<file path="config.mk">
export PLATFORM = sky130hd
export DESIGN_NAME = ula_seq
export DESIGN_NICKNAME = d
export VERILOG_FILES = /design/src/rtl/ula_pkg.sv /design/src/rtl/sat_counter.sv /design/src/rtl/ula_seq.sv
export SDC_FILE = /design/constraint.sdc
export NUM_CORES = 1
export LEC_CHECK = 0
export ABC_AREA = 1
export BUFFER_PORTS_ARGS = -buffer_cell sky130_fd_sc_hd__clkbuf_2
export CAP_MARGIN = 20
export CORE_AREA = 10 10 60 71
export CTS_CLUSTER_SIZE = 12
export DETAILED_ROUTE_END_ITERATION = 12
export DIE_AREA = 0 0 70 81
export PLACE_DENSITY = 0.72
export SLEW_MARGIN = 15
export SYNTH_ARGS = -nofsm -noshare
export SYNTH_HDL_FRONTEND = slang
export SYNTH_HIERARCHICAL = 1
export SYNTH_SLANG_ARGS = --single-unit
</file>
<file path="constraint.sdc">
create_clock -name clk -period 1.6 [get_ports clk]
set_input_delay 0.24 -clock clk [delete_from_list [all_inputs] [get_ports clk]]
set_output_delay 0.24 -clock clk [all_outputs]
set_load 0.005 [all_outputs]
</file>
<file path="src/rtl/ula_pkg.sv">
// Shared types and constants for the sequential ALU front-end.
// The parent decodes op codes in the ALU; this block only passes them through.
package ula_pkg;

  typedef enum logic [2:0] {
    IDLE  = 3'd0,
    GET_A = 3'd1,
    GET_B = 3'd2,
    EXEC  = 3'd3,
    DONE  = 3'd4
  } state_t;

  localparam logic [1:0] OP_ADD = 2'd0;
  localparam logic [1:0] OP_SUB = 2'd1;
  localparam logic [1:0] OP_SHR = 2'd2;
  localparam logic [1:0] OP_SHL = 2'd3;

  localparam logic [7:0] CNT_MAX = 8'hFF;

endpackage

</file>
<file path="src/rtl/sat_counter.sv">
// 8-bit event counter that sticks at its maximum; clr wins over inc.
module sat_counter
  import ula_pkg::*;
(
  input  logic       clk,
  input  logic       rst_n,
  input  logic       clr,
  input  logic       inc,
  output logic [7:0] count
);

  // count register: clear first, then saturating increment
  always_ff @(posedge clk or negedge rst_n) begin
    if (!rst_n) begin
      count <= 8'd0;
    end else if (clr) begin
      count <= 8'd0;
    end else if (inc && (count != CNT_MAX)) begin
      count <= count + 8'd1;
    end else begin
      count <= count;
    end
  end

endmodule

</file>
<file path="src/rtl/ula_seq.sv">
// Sequencer that collects two operands and an op code, presents them to an
// external ALU, registers its result and holds it until the consumer takes it.
module ula_seq
  import ula_pkg::*;
#(
  parameter int WIDTH = 4
) (
  input  logic             clk,
  input  logic             rst_n,
  input  logic             clear,
  input  logic             start,
  input  logic             in_valid,
  output logic             in_ready,
  input  logic [WIDTH-1:0] data_in,
  input  logic [1:0]       op_in,
  output logic [1:0]       sel,
  output logic [WIDTH-1:0] input_a,
  output logic [WIDTH-1:0] input_b,
  input  logic [WIDTH-1:0] output_s,
  input  logic             ovf,
  output logic             res_valid,
  input  logic             res_ready,
  output logic [WIDTH-1:0] result_q,
  output logic             ovf_q,
  output logic [7:0]       ovf_count
);

  state_t           state;
  state_t           state_next;
  logic [WIDTH-1:0] a_reg;
  logic [WIDTH-1:0] b_reg;
  logic [1:0]       op_reg;
  logic             cap_a;
  logic             cap_b;
  logic             do_exec;

  // state register; clear aborts to IDLE from anywhere
  always_ff @(posedge clk or negedge rst_n) begin
    if (!rst_n) begin
      state <= IDLE;
    end else if (clear) begin
      state <= IDLE;
    end else begin
      state <= state_next;
    end
  end

  // next-state and capture strobes
  always_comb begin
    state_next = state;
    cap_a      = 1'b0;
    cap_b      = 1'b0;
    do_exec    = 1'b0;
    case (state)
      IDLE: begin
        if (start) state_next = GET_A;
        else       state_next = IDLE;
      end
      GET_A: begin
        if (in_valid) begin
          cap_a      = 1'b1;
          state_next = GET_B;
        end else begin
          state_next = GET_A;
        end
      end
      GET_B: begin
        if (in_valid) begin
          cap_b      = 1'b1;
          state_next = EXEC;
        end else begin
          state_next = GET_B;
        end
      end
      EXEC: begin
        do_exec    = 1'b1;
        state_next = DONE;
      end
      DONE: begin
        if (res_ready) state_next = IDLE;
        else           state_next = DONE;
      end
      default: state_next = IDLE;
    endcase
  end

  // operand and result registers; an abort leaves them untouched
  always_ff @(posedge clk or negedge rst_n) begin
    if (!rst_n) begin
      a_reg    <= {WIDTH{1'b0}};
      b_reg    <= {WIDTH{1'b0}};
      op_reg   <= 2'd0;
      result_q <= {WIDTH{1'b0}};
      ovf_q    <= 1'b0;
    end else if (!clear) begin
      if (cap_a) begin
        a_reg  <= data_in;
        op_reg <= op_in;
      end
      if (cap_b) begin
        b_reg <= data_in;
      end
      if (do_exec) begin
        result_q <= output_s;
        ovf_q    <= ovf;
      end
    end
  end

  assign in_ready  = (state == GET_A) || (state == GET_B);
  assign res_valid = (state == DONE);
  assign sel       = op_reg;
  assign input_a   = a_reg;
  assign input_b   = b_reg;

  sat_counter u_ovf_count (
    .clk   (clk),
    .rst_n (rst_n),
    .clr   (clear),
    .inc   (do_exec && ovf),
    .count (ovf_count)
  );

endmodule

</file>
# --- Word level (Yosys, flattened, before mapping) ---
# Cells that the tools add are included.
op_classes:
  n_addsub: 1
  n_reduce_logical: 8
  n_eq_ne: 5
  mux: 12
  n_bitwise: 1
op_table:
  columns: ["op", "n"]
  rows:
  - ["$mux 8", 2]
  - ["$pmux 3 s5", 1]
  - ["$add 8x1->8 const B", 1]
  - ["$ne 8x8->1 const B", 1]
  - ["$eq 3x2->1 const B", 2]
  - ["$mux 1", 6]
  - ["$mux 3", 2]
  - ["$reduce_and 2->1", 3]
  - ["$eq 3x1->1 const B", 1]
  - ["$eq 3x3->1 const B", 1]
  - ["$logic_not 3->1", 1]
  - ["$logic_and 1x1->1", 2]
  - ["$mux 2", 1]
  - ["$reduce_bool 2->1", 1]
  - ["$logic_or 1x1->1", 1]
  - ["$not 1->1", 1]
word_totals:
  reg_bits: 26
  out_inout_bits: 25
  input_bits: 17

# --- Longest topological paths before layout ---
# Gate-level depths: netlist of the first run.
depth:
  word_depth: 6
  mapped_depth: 9
  ltp_nobuf: 9

# --- By module ---
# The synthesis of the first run kept the hierarchy.
by_module_without_submodules:
  columns: ["module", "cells_each", "area_per_inst_um2", "n_inst"]
  rows:
  - ["ula_seq", 94, 793.3, 1]
  - ["sat_counter", 74, 511.7, 1]

# --- Worst setup path before layout of the first run ---
# No wires, ideal clock.
synth_path:
  path_type: "reg2reg"
  from: "register state[2]"
  to: "register u_ovf_count.count[7]"
  setup_ns: 0.113
  t_required_ns: 1.487
  arrival_ns: 1.337
  period_less_slack_ns: 1.450
  stages_incl_launch_ff: 9
  path_buffers: 0
  setup_slack_ns: 0.150
  path_cell_list: "dfrtp_1 inv_1 nand3_1 nor2_1 inv_1 a21oi_1 nand3_1 nand2_1 inv_1"
synth_via:
  elab_chain_len: 5
synth_rtl:
  columns: ["element", "line_no", "source"]
  rows:
  - ["from (decl)", "ula_seq.sv:28", "state_t state;"]
  - ["from (signal assigned)", "ula_seq.sv:44", "state <= state_next;"]
  - ["$eq 3x2->1", "ula_seq.sv:54", "case (state)"]
  - ["$mux 1", "ula_seq.sv:54", null]
  - ["$logic_and 1x1->1", "ula_seq.sv:120", ".inc (do_exec && ovf),"]
  - ["$logic_and 1x1->1", "sat_counter.sv:18", "end else if (inc && (count != CNT_MAX)) begin"]
  - ["$reduce_bool 2->1 (no source line)", null, null]
  - ["to (signal assigned)", "sat_counter.sv:19", "count <= count + 8'd1;"]
  - ["to (signal assigned)", "sat_counter.sv:21", "count <= count;"]
  - ["to (decl)", "sat_counter.sv:9", "output logic [7:0] count"]
# Every way passes these cells.
# A chain may end at the register's enable or synchronous reset.

# --- Worst setup path in the final report of the first run ---
layout_path:
  from: "register state[1]"
  to: "output in_ready"
layout_via:
  elab_chain_len: 2
  elab_cells_between_ends: 3
  cone_classes: "eq/ne: 2; reduce/logical: 1"
layout_rtl:
  columns: ["element", "line_no", "source"]
  rows:
  - ["$eq 3x1->1 / $eq 3x2->1 (equally long branches)", "ula_seq.sv:110", "assign in_ready = (state == GET_A) || (state == GET_B);"]
  - ["$logic_or 1x1->1 *", "ula_seq.sv:110", null]
  - ["to (decl)", "ula_seq.sv:13", "output logic in_ready,"]
# Every way passes the cells marked *; elsewhere a longest branch is shown, timed or not.

==> metrics list, run 1 <==
- Initial core utilization: between 40 and 50%
* Post-synthesis net count: around 190
* Met2 Resource Use GR: between 20% and 30%
* Maximum Capacitance Violations: 0
- 42 I/O pins were placed.
- The number of antenna diodes in the final layout is 0.
- H-Tree Depth: 1
- Entering global routing, the biggest net connects 27 pins.
* Maximum fanout encountered on the critical timing path: 4
* Total Power: roughly 1500 uW
* Total Die Area: ~5700 um2
- Counting every instance in the synthesized netlist gives approximately 170.
- Summed over all layers, the global routing overflow is 0.
* Fin Hold WS: 0.1281 ns
* Slew at the pin closest to its max-slew limit: approximately 0.64 ns
* Buffers from clock root to sink, at most: 2
* Register bit total from synthesis: 26
- The cell family contributing the most delay on the critical path is flip-flops.
- Dividing the synthesized area by the synthesized cell count gives approximately 7.8 um2.
* Number of max-slew violations in the final report: 0
* Min Clock Period, post-route: approximately 1.5 ns
- Detailed router's first-iteration violation count: 56
* Proportion of layout cells with a drive suffix above 1: a little under a third
* Die H: around 81 um
- Non-Filler Cell Area, Final: roughly 1700 um2
- CTS placed an instance of clkbuf_4 at the clock tree root.
- STA classifies the critical path endpoint as an output pin.
- Crit path largest cell delay: 0.45 ns
* Worst ir drop on vdd: between 0.5 and 0.6 mV
- After synthesis the cells add up to approximately 1300 um2.
- Setup repair after global routing could not meet its margin everywhere.
- Data arrives at the worst endpoint at 1.30 ns.
* Path type of the worst setup path: reg -> out
* Routed wire per std cell: between 10 and 15 um
* Pre-antenna DRT Iters: 4
- Number of global-route vias before repair: around 1300
- Detail Route Antenna Nets: 0
- Across all setup checks in the final design, the least slack found is approximately 0.058 ns.
- Dividing total power by cell area gives a power density of about 890 nW/um2.
* Number of clock buffers inserted by TritonCTS: 3
- Placement-stage cell area: around 1600 um2
* CTS clk-pin slew, worst paths: approximately 0.13 ns
- Hold Vio Cnt, Final: 0
- Reported leakage power: roughly 0.00090 uW
- Number of DRC violations after detailed routing: 0
* GRT met3 Usage: around 2.8%
- Met1 GRT Util: 13.55%
- The initialized floorplan defines 22 standard-cell rows.
* Sequential area share after synthesis: 49.86%
- The run finished with clean final reports.
* Headroom to the max-slew limit: 57.58%
- Warnings from Yosys: 6
- Final estimated routing congestion in global placement: 0.8401
* Chip width: roughly 70 um
- The initial antenna violation count came to 0.
* Routed wire length: 3278 um
- Critical path cell sequence: inv_1, nor3_4, or2_4, buf_6
- In the routed layout, each cell is associated on average with a via count of around 5.
- Type of the most critical hold path: in -> reg
- Final clock period utilization by the worst path: between 90 and 100%
- Sum of buffers and inverters on the critical path: 2
- First-pass GRT wire length: a little under 6000 um
* TritonCTS clock tree: built
- Setup total negative slack: 0 ns
* Max frequency: about 0.65 GHz
- Prior to clock tree synthesis, the placed netlist has a worst setup slack of 0.1436 ns.
- Port Buf Inserts: 41
- After floorplanning, the core was sized to cover between 2000 and 3000 um2.
* Req. time, crit path: about 1.4 ns
* Placed wire-length estimate: between 2000 and 2500 um
- Post-layout net count: ~240
- Setup violations remaining at the end of the flow were counted as 0.
* Area growth syn-to-layout: 28.09%
- Skew-Pair Late Insertion Delay: between 0.3 and 0.4 ns
* Startpoint kind of the worst setup timing path: flip-flop
- The detailed router placed roughly 1200 vias in this run.
* Number of clock sinks: 26
- Peak-usage layer in the global routing report: met2
- Clock skew on the completed layout was measured at approximately 0.0016 ns.
- Count of distinct cell types in the synthesized netlist: 23
- Cell with the biggest individual delay on the critical path: dfrtp_2
* Tot GR Track Use: 11.97%
flip-flops by register name, indices dropped and copies added (netlist names):
register           count
u_ovf_count/count      8
ovf_q                  1
input_b                4
sel                    2
state                  3
result_q               4
input_a                4
placed cells by master, fill, tap and decap left out, types with 2 or more instances in the layout:
master,n
a21oi_1,5
buf_4,6
buf_6,3
clkbuf_2,40
clkbuf_4,3
dfrtp_1,24
dfrtp_2,2
inv_1,16
nand2_1,62
nand2_2,2
nand3_1,13
nand4_1,8
nor2_1,10
nor2_2,3
nor3_1,2
nor3_4,2
o21ai_0,6
o21bai_1,2
routing by layer:
layer  wire [um]  up-vias
li1            -      639
met1        1399      566
met2        1670       35
met3         196        2
met4          13        0
met5           0        -
worst reg2reg max path, stage by stage, from the launching register on:
cell and delay [ns]:
dfrtp_2 0.48, inv_1 0.13, nand3_1 0.12, nor2_2 0.16, inv_1 0.07, a21oi_1 0.16
buf_4 0.15, nand3_1 0.05, o21ai_1 0.07
through the flow:
stage / std cells / utilization, %
after CTS: 253 / 55.05
final: 255 / 56.23
after detailed placement: 247 / 53.03
after global routing: 255 / 56.23
after global placement: 247 / 53.03
after floorplan: 168 / -
layout make-up:
type                            instances  area [um2]
Inverter                               19       76.32
Clock buffer                            3       22.52
Timing Repair Buffer                   50       289.0
Fill cell                             295        1301
Tap cell                               36       45.04
Multi-Input combinational cell        121       585.6
Sequential cell                        26       653.1
power by group:
part / total, uW / internal [uW] / switching [uW]
clock network: 262 / 87.9 / 174
logic: 386 / 185 / 201
registers: 844 / 779 / 65.8
total: 1490 / 1050 / 441
synthesized netlist by cell type:
master    count  share of area [%]
a21oi_1       5                1.9
a21oi_2       1               0.67
buf_2         1               0.38
clkbuf_1      1               0.29
clkinv_1      1               0.29
clkinv_4      1               0.67
dfrtp_1      26                 50
ha_1          1               0.96
inv_1        17                4.9
nand2_1      62                 18
nand2_2       2               0.96
nand2_4       1               0.86
nand3_1      13                5.0
nand3_2       1               0.77
nand4_1       8                3.8
nor2_1       11                3.2
nor2_2        2               0.96
nor3_1        3                1.2
nor3_4        1                1.2
o21ai_0       6                2.3
o21ai_1       1               0.38
o21bai_1      2                1.2
or2_2         1               0.48
repair_timing:
action	in CTS	in global routing
endpoints found under the hold margin	26	0
hold buffers	1	0
setup endpoints to repair	1	5
resized for setup	4	6
buffers inserted	2	2
pin swaps	1	3
logic make-up (layout without fill, tap and decap cells):
family	count (synthesis)	after routing	synth area share [%]
AND/OR/NAND/NOR	105	105	36.24
flip-flops	26	26	49.86
buffers and inverters	21	72	6.519
AO/OA/AOI/OAI	15	15	6.423
adder cells (fa/ha/maj)	1	1	0.9586
final timing paths:
| check | startpoint | end | slack [ns] | depth (start not counted) |
|---|---|---|---|---|
| min in group asynchronous | rst_n | sel[0]$_DFFE_PN0P_ | 0.47 | 2 |
| worst max register to register | state[2]$_DFF_PN0_ | u_ovf_count/count[0]$_DFFE_PN0P_ | 0.15 | 8 |
| worst max-delay path | state[1]$_DFF_PN0_ | in_ready | 0.06 | 4 |
| max in group asynchronous | rst_n | state[1]$_DFF_PN0_ | 0.69 | 2 |
| worst min register to register | sel[0]$_DFFE_PN0P_ | sel[0]$_DFFE_PN0P_ | 0.48 | 2 |
| worst min-delay path | output_s[3] | result_q[3]$_DFFE_PN0P_ | 0.13 | 3 |
No activity file was read; power rests on OpenSTA's default activity.
==> inputs of run 2 (changes only) <==
Clock period 1.6 ns to 1.55 ns, I/O delays scaled along.
==> metrics list, run 2 (synthesis gave the netlist of run 1 again) <==
- Run status: complete, no violations (unchanged).
* Via density per instance: 4.934 (was 4.871)
- The global-route usage over all layers is 11.24% (was 11.97%).
- The count of max-cap constraint violations was 0 (unchanged).
- Core area: 2973 um2 (unchanged)
* Number of cells in the design after placement: 247 (unchanged)
* Slew at the pin closest to its max-slew limit: 0.6465 ns (was 0.6363 ns)
- Detailed router's first-iteration violation count: 83 (was 56)
- Largest delay contributor family on the critical path: flip-flops (unchanged)
* Worst ir drop on vdd: 0.5050 mV (was 0.5086 mV)
* Type of the most critical hold path: in -> reg (unchanged)
* Final estimated routing congestion in global placement: 0.8382 (was 0.8401)
- Chip width: 70 um (unchanged)
* Routed wire per std cell: 12.73 um (was 12.85 um)
- Critical path cell sequence: buf_4, nor3_4, or2_4, buf_6 (was inv_1, nor3_4, or2_4, buf_6)
- Number of flip-flops under the largest register name: 8 (unchanged)
- Final clock period utilization by the worst path: between 90% and 100%
* Detail Route Antenna Nets: 0 (unchanged)
* Buffers from clock root to sink, at most: 2 (unchanged)
- The count of fill cells added during filler insertion is 282 (was 295).
- The data arrival time at the worst-slack endpoint came to 1.25 ns (was 1.30 ns).
- The commonest non-fill, non-tap cell in the layout is nand2_1 (unchanged).
* TritonCTS clock tree: built (unchanged)
* Die H: 81 um (unchanged)
- The count of pins over their slew limit came to 0 (unchanged).
- Headroom to the max-slew limit: 56.90% (was 57.58%)
- Skew-Pair Late Insertion Delay: 0.31 ns (about the same)
- The initial core utilization came to 43.90% (unchanged).
- Number of clock buffers inserted by TritonCTS: 3 (unchanged)
* Max frequency: roughly 0.67 GHz
* First-pass GRT wire length: 5478 um (was 5809 um)
- Min Clock Period, post-route: roughly 1.5 ns
- Port Buf Inserts: 41 (unchanged)
- The clock sink count came to 26 (unchanged).
* Cell with the biggest individual delay on the critical path: dfrtp_2 (unchanged)
* Reported leakage power: 0.0009120 uW (was 0.0008994 uW)
* Vias: 1273 (was 1242)
* Hold Vio Cnt, Final: 0 (unchanged)
- The worst stage delay on the critical path is 0.46 ns (was 0.45 ns).
- Final setup violating endpoints: 0 (unchanged)
* Maximum fanout encountered on the critical timing path: 4 (unchanged)
- Highest-count cells in the layout ignoring fill and taps: nand2_1, clkbuf_2, dfrtp_1, inv_1, nand3_1 (unchanged).
* Req. time, crit path: 1.32 ns (was 1.36 ns)
- Initial antenna violation count: 0 (unchanged)
- The root buffer selected by CTS was clkbuf_4 (unchanged).
* Pwr Density: 946.2 nW/um2 (was 893.3 nW/um2)
* Total Die Area: 5670 um2 (unchanged)
- H-Tree Depth: 1 (unchanged)
* Startpoint kind of the worst setup timing path: flip-flop (unchanged)
- Unrepaired setup endpoints after global routing: false (was true).
- The residual DRC count came to 0 (unchanged).
* Proportion of layout cells with a drive suffix above 1: 32.88% (was 30.59%)
- Register name with the most flops: u_ovf_count/count (unchanged)
- Pre-antenna DRT Iters: 4 (unchanged)
* Largest net degree at the start of global routing: 27 (unchanged)
- The number of non-filler instances in the completed layout is 258 (was 255).
* Endpoint class of the critical path: output pin (unchanged)
- Area growth syn-to-layout: 30.11% (was 28.09%)
- The standard-cell row count is 22 (unchanged).
* Final Skew: 0.006916 ns (was 0.001558 ns)
* Sum of buffers and inverters on the critical path: 2 (unchanged)
- Antenna cells: 0 (unchanged)
- The kind of critical path was reg -> out (unchanged).
- CTS clk-pin slew, worst paths: 0.14 ns (was 0.13 ns)
* Remaining global-route overflow: 0 (unchanged)
- Routed wire length: 3284 um (was 3278 um)
* Number of global-route vias before repair: 1289 (was 1343)
* Setup total negative slack: 0 ns (unchanged)
* Post-layout net count: 241 (was 239)
- The I/O pin count is 42 (unchanged).
* Placed wire-length estimate: 2463 um (was 2498 um)
-- run 2: cell count changes in the layout (fill, tap and decap cells not counted), sizes merged --
cell	change
buf	+2
clkbuf	+1
-- run 2: power by group --
part	internal [uW]	switching [uW]	total [uW]
sequential	804	70.6	875
clock	143	186	330
combinational	194	208	402
total	1140	465	1610
-- run 2: worst paths after layout --
check	start	to	slack, ns	cells past startpoint
min reg2reg	input_a[0]$_DFFE_PN0P_	input_a[0]$_DFFE_PN0P_	0.49	2
max in group asynchronous	rst_n	state[1]$_DFF_PN0_	0.63	2
max reg2reg	state[2]$_DFF_PN0_	u_ovf_count/count[0]$_DFFE_PN0P_	0.13	8
min	output_s[3]	result_q[3]$_DFFE_PN0P_	0.12	3
max	state[0]$_DFF_PN0_	in_ready	0.06	4
min in group asynchronous	rst_n	input_a[1]$_DFFE_PN0P_	0.46	2
-- run 2: tightest hold or removal path: stages --
cell and delay, ns:
clkbuf_2 0.07, nand2_1 0.04, nand2_1 0.05
-- run 2: per-stage QoR --
| step | setup slack (ns) | hold slack, ns | cell area [um2] | power (uW) | util (%) |
|---|---|---|---|---|---|
| after global routing | 0.0002406 | 0.1140 | 1698 | 1723 | 57.11 |
| after global placement | 0.1440 | 0.2862 | 1577 | 1257 | 53.03 |
| after floorplan | 0.09987 | -0.06309 | 1305 | 1043 | - |
| after CTS | 0.03285 | 0.1077 | 1660 | 1626 | 55.85 |
| after detailed placement | 0.1235 | 0.2927 | 1577 | 1266 | 53.03 |
| final | 0.06434 | 0.1202 | 1698 | 1607 | 57.11 |
-- run 2: metal layers --
| metal | global-route usage [%] | part of all wire (%) | wire, um | vias up |
|---|---|---|---|---|
| li1 | - | - | - | 650 |
| met1 | 13.84 | 44 | 1439 | 586 |
| met2 | 18.87 | 49 | 1623 | 35 |
| met3 | 3.049 | 6.4 | 209 | 2 |
| met4 | 3.360 | 0.33 | 11 | 0 |
| met5 | 0 | 0 | 0 | - |
-- run 2: area by class of cell --
cell class | count | area, um2 | area share [%]
Clock buffer | 4 | 36.28 | 2.137
Inverter | 19 | 76.32 | 4.495
Multi-Input combinational cell | 121 | 589.3 | 34.71
Sequential cell | 26 | 654.4 | 38.54
Tap cell | 36 | 45.04 | 2.653
Timing Repair Buffer | 52 | 296.5 | 17.46
-- run 2: timing repair --
item / 4_1_cts / 5_1_grt
pin swaps: 1 / 3
endpoints found under the setup margin: 1 / 5
buffers inserted: 4 / 2
gates resized for setup: 4 / 7
endpoints found under the hold margin: 26 / 0
hold buffers: 1 / 0
cloned: 0 / 0
==> inputs of run 3 (changes only) <==
Settings changed: CORE_AREA 10 10 60 71 to 10 10 59 71, DIE_AREA 0 0 70 81 to 0 0 69 81, PLACE_DENSITY 0.72 to 0.73, SETUP_SLACK_MARGIN set to 0.4, SKIP_CTS_REPAIR_TIMING set to 1, SYNTH_HIERARCHICAL 1 to not set.
==> metrics list, run 3 <==
- Run status: complete, no violations (unchanged).
- Count of filler cells inserted in the layout: 271 (was 282)
* Core Util, Final: 60.93% (was 57.11%)
* Maximum Capacitance Violations: 0 (unchanged)
- Crit path largest cell delay: 0.46 ns (about the same)
- The residual DRC count was 0 (unchanged).
- Most frequent cells after synthesis: nand2_1, dfrtp_1, inv_1, o21ai_1, nand3_1 (was nand2_1, dfrtp_1, inv_1, nand3_1, nor2_1)
- Top cells by area in the synthesized netlist: dfrtp_1, nand2_1, inv_1, o21ai_2, o21ai_1 (was dfrtp_1, nand2_1, nand3_1, inv_1, nand4_1)
- Post-place setup slack: 0.2124 ns (was 0.1235 ns)
- Largest family of logic cells by synthesized area: simple AND/OR/NAND/NOR gates (unchanged)
- Number of flip-flops under the largest register name: 8 (unchanged)
- The clock skew is 0.006305 ns (was 0.006916 ns).
- The total negative setup slack was 0 ns (unchanged).
- The estimated wirelength of the detail-placed design was 2236 um (was 2463 um).
- The floorplan die width came to 69 um (was 70 um).
* Min Clock Period, post-route: 1.442 ns (was 1.486 ns)
* Tot GR Track Use: 10.55% (was 11.24%)
- The mean instance size in the synthesized netlist was 8.479 um2 (was 7.768 um2).
- The start point of the worst min-delay path was res_ready (was output_s[3]).
- The register area share after synthesis was 50.49% (was 49.86%).
* Sum of buffers and inverters on the critical path: 2 (unchanged)
- The layout-stage area growth over the synthesis result was 37.96% (was 30.11%).
* Hold Vio Cnt, Final: 0 (unchanged)
* Buffers from clock root to sink, at most: 2 (unchanged)
- FP Rows: 22 (unchanged)
* Cell depth of the worst flop-to-flop path: 9 (was 8)
* Final estimated routing congestion in global placement: 0.7827 (was 0.8382)
- Worst ir drop on vdd: 0.6024 mV (was 0.5050 mV)
- Cell with the biggest individual delay on the critical path: dfrtp_1 (was dfrtp_2)
- The endpoint class of the critical path is an output pin (unchanged).
* Maximum fanout encountered on the critical timing path: 3 (was 4)
- The share of cell area taken by muxes after synthesis came to 0% (unchanged).
- Final setup violating endpoints: 0 (unchanged)
- The area fraction in compound gates after synthesis came to 11.36% (was 6.424%).
- Crit path DAT: 1.21 ns (was 1.25 ns)
* Setup slack on the worst flop-to-flop path: 0.23 ns (was 0.13 ns)
- The achievable frequency is 0.6936 GHz (was 0.6731 GHz).
* Reg-to-Reg Start: u_ovf_count.count[1]$_DFFE_PN0P_ (was state[2]$_DFF_PN0_)
- The reg-to-reg endpoint is u_ovf_count.count[4]$_DFFE_PN0P_ (was u_ovf_count/count[0]$_DFFE_PN0P_).
* Share of flip-flops with an asynchronous set or reset after synthesis: 100.0% (unchanged)
* Core area: 2918 um2 (was 2973 um2)
- The routed length per instance came to 13.09 um (was 12.73 um).
* Slew at the pin closest to its max-slew limit: 0.6493 ns (was 0.6465 ns)
* Startpoint kind of the worst setup timing path: flip-flop (unchanged)
* Detailed router's first-iteration violation count: 72 (was 83)
* Largest net degree at the start of global routing: 27 (unchanged)
* Final clock period utilization by the worst path: 93.01% (was 95.85%)
* Proportion of layout cells with a drive suffix above 1: 47.87% (was 32.88%)
- The CTS tree is built (unchanged).
- The total overflow reported by the global router was 0 (unchanged).
- Synth Instances: 152 (was 168)
- Synth Flop Type: dfrtp_1 (unchanged)
- Adder and majority cell fraction of the synthesized area: 0.9709% (was 0.9588%)
* Post-synthesis share of cell area spent on and, or, nand and nor gates: 27.57% (was 36.24%)
- The commonest non-fill, non-tap cell in the layout was clkbuf_2 (was nand2_1).
* Req. time, crit path: 1.32 ns (about the same)
* Post-layout net count: 231 (was 241)
- The detail-routed via count per cell was 4.761 (was 4.934).
- The kind of critical path is reg -> out (unchanged).
- The CTS buffer count is 3 (unchanged).
- The XOR/XNOR share of the synthesized area was 0.6796% (was 0%).
* Number of clock sinks: 26 (unchanged)
- The area occupied by multi-input gates came to 614.3 um2 (was 589.3 um2).
- The hold-critical path depth was 2 (was 3).
- The number of antenna diodes came to 0 (unchanged).
- Number of global-route vias before repair: 1121 (was 1289)
- Highest-count cells in the layout ignoring fill and taps: clkbuf_2, nand2_1, inv_1, dfrtp_1, nand2_2 (was nand2_1, clkbuf_2, dfrtp_1, inv_1, nand3_1)
- Largest delay contributor family on the critical path: flip-flops (unchanged)
- Total Die Area: 5589 um2 (was 5670 um2)
* Total Power: 1576 uW (was 1607 uW)
- The cell taking the most area after synthesis was dfrtp_1 (unchanged).
- The count of TritonRoute iterations in the first routing pass was 4 (unchanged).
* Cell at the root of the clock tree: clkbuf_4 (unchanged)
* CTS clk-pin slew, worst paths: 0.13 ns (was 0.14 ns)
* Top cell type's share of synthesized area: 50.49% (was 49.86%)
- Critical path cell sequence: nor3_4, inv_1, nand2_1, buf_2 (was buf_4, nor3_4, or2_4, buf_6).
* Setup slack after layout: 0.1083 ns (was 0.06434 ns)
* Headroom to the max-slew limit: 56.71% (was 56.90%)
- The initial core utilization came to 44.17% (was 43.90%).
* Unrepaired setup endpoints after global routing: true (was false)
* Skew-Pair Late Insertion Delay: 0.31 ns (about the same)
- The wire length of the first global-routing pass was 5009 um (was 5478 um).
- The sink of the worst hold path is state[2]$_DFF_PN0_ (was result_q[3]$_DFFE_PN0P_).
- The count of pins over their slew limit is 0 (unchanged).
- Count of distinct cell types in the synthesized netlist: 26 (was 23)
* Post-synthesis net count: 170 (was 186)
* Die H: 81 um (unchanged)
* Post-synth EDFFs: 0 (unchanged)
- The power density over the cells is 886.6 nW/um2 (was 946.2 nW/um2).
- Reported leakage power: 0.0009558 uW (was 0.0009120 uW)
- Type of the most critical hold path: in -> reg (unchanged)
- The total area of sequential cells came to 656.9 um2 (was 654.4 um2).
* Detail Route Antenna Nets: 0 (unchanged)
- The area of the mapped netlist was 1289 um2 (was 1305 um2).
- Initial antenna violation count: 0 (unchanged)
- The number of warnings issued by yosys came to 0 (was 6).
- The total via count after detailed routing came to 1176 (was 1273).
- Routed wire length: 3232 um (was 3284 um)
- The flop and latch count out of synthesis was 26 (unchanged).
- The H-tree level count is 1 (unchanged).
- Port Buf Inserts: 41 (unchanged)
- Boundary pin count: 42 (unchanged)
- Register name with the most flops: u_ovf_count.count (was u_ovf_count/count)
* Count leader, synth: nand2_1 (unchanged)
-- run 3: cell types whose count changed in the layout (fill, tap and decap cells not counted), sizes merged, moves of 2 or more --
cell,change
a21oi,-3
nand4,-3
nand2,-16
inv,+8
nor2,-4
buf,+5
nand3,-4
clkinv,-2
o21ai,+11
nor3,-2
-- run 3: area by class of cell --
type	count	area share, %
multi-input cells	100	34.55
well taps	36	2.533
repair buffers	57	18.86
inverters	25	5.841
flip-flops and latches	26	36.95
clock buffers	3	1.267
-- run 3: stage by stage --
stage | cells | cell area, um2 | hold WS (ns)
2_1_floorplan | 152 | 1294 | -0.06309
3_3_place_gp | 228 | 1535 | 0.2890
3_5_place_dp | 228 | 1535 | 0.2975
4_1_cts | 231 | 1558 | -0.06371
5_1_grt | 247 | 1778 | 0.06210
6_report | 247 | 1778 | 0.08162
-- run 3: cell families after synthesis --
| family | after synthesis |
|---|---|
| xor+xnor | 1 |
| fa+ha+maj | 1 |
| flops | 26 |
| compound gates | 23 |
| simple gates | 74 |
| buf+inv | 27 |
-- run 3: report_power, final --
group | internal (uW) | switching [uW]
combinational | 204 | 210
clock | 90.8 | 194
sequential | 801 | 77.4
-- run 3: how the worst max path moves through the flow --
| stage | cells past startpoint | from | end | slack [ns] |
|---|---|---|---|---|
| floorplan | 9 | u_ovf_count.count[1]$_DFFE_PN0P_ | u_ovf_count.count[3]$_DFFE_PN0P_ | 0.38 |
| global placement | 5 | state[0]$_DFF_PN0_ | input_a[3]$_DFFE_PN0P_ | 0.22 |
| finish | 4 | state[2]$_DFF_PN0_ | in_ready | 0.11 |
| CTS | 5 | state[0]$_DFF_PN0_ | in_ready | 0.02 |
| detailed placement | 5 | state[0]$_DFF_PN0_ | input_a[3]$_DFFE_PN0P_ | 0.21 |
| global route | 4 | state[2]$_DFF_PN0_ | in_ready | 0.03 |
-- run 3: metal layers --
metal | share of wire [%] | track usage, % | vias up
li1 | - | - | 602
met1 | 44 | 12.51 | 545
met2 | 51 | 18.22 | 27
met3 | 4.4 | 2.683 | 2
met4 | 0.53 | 3.629 | 0
met5 | 0 | 0 | -
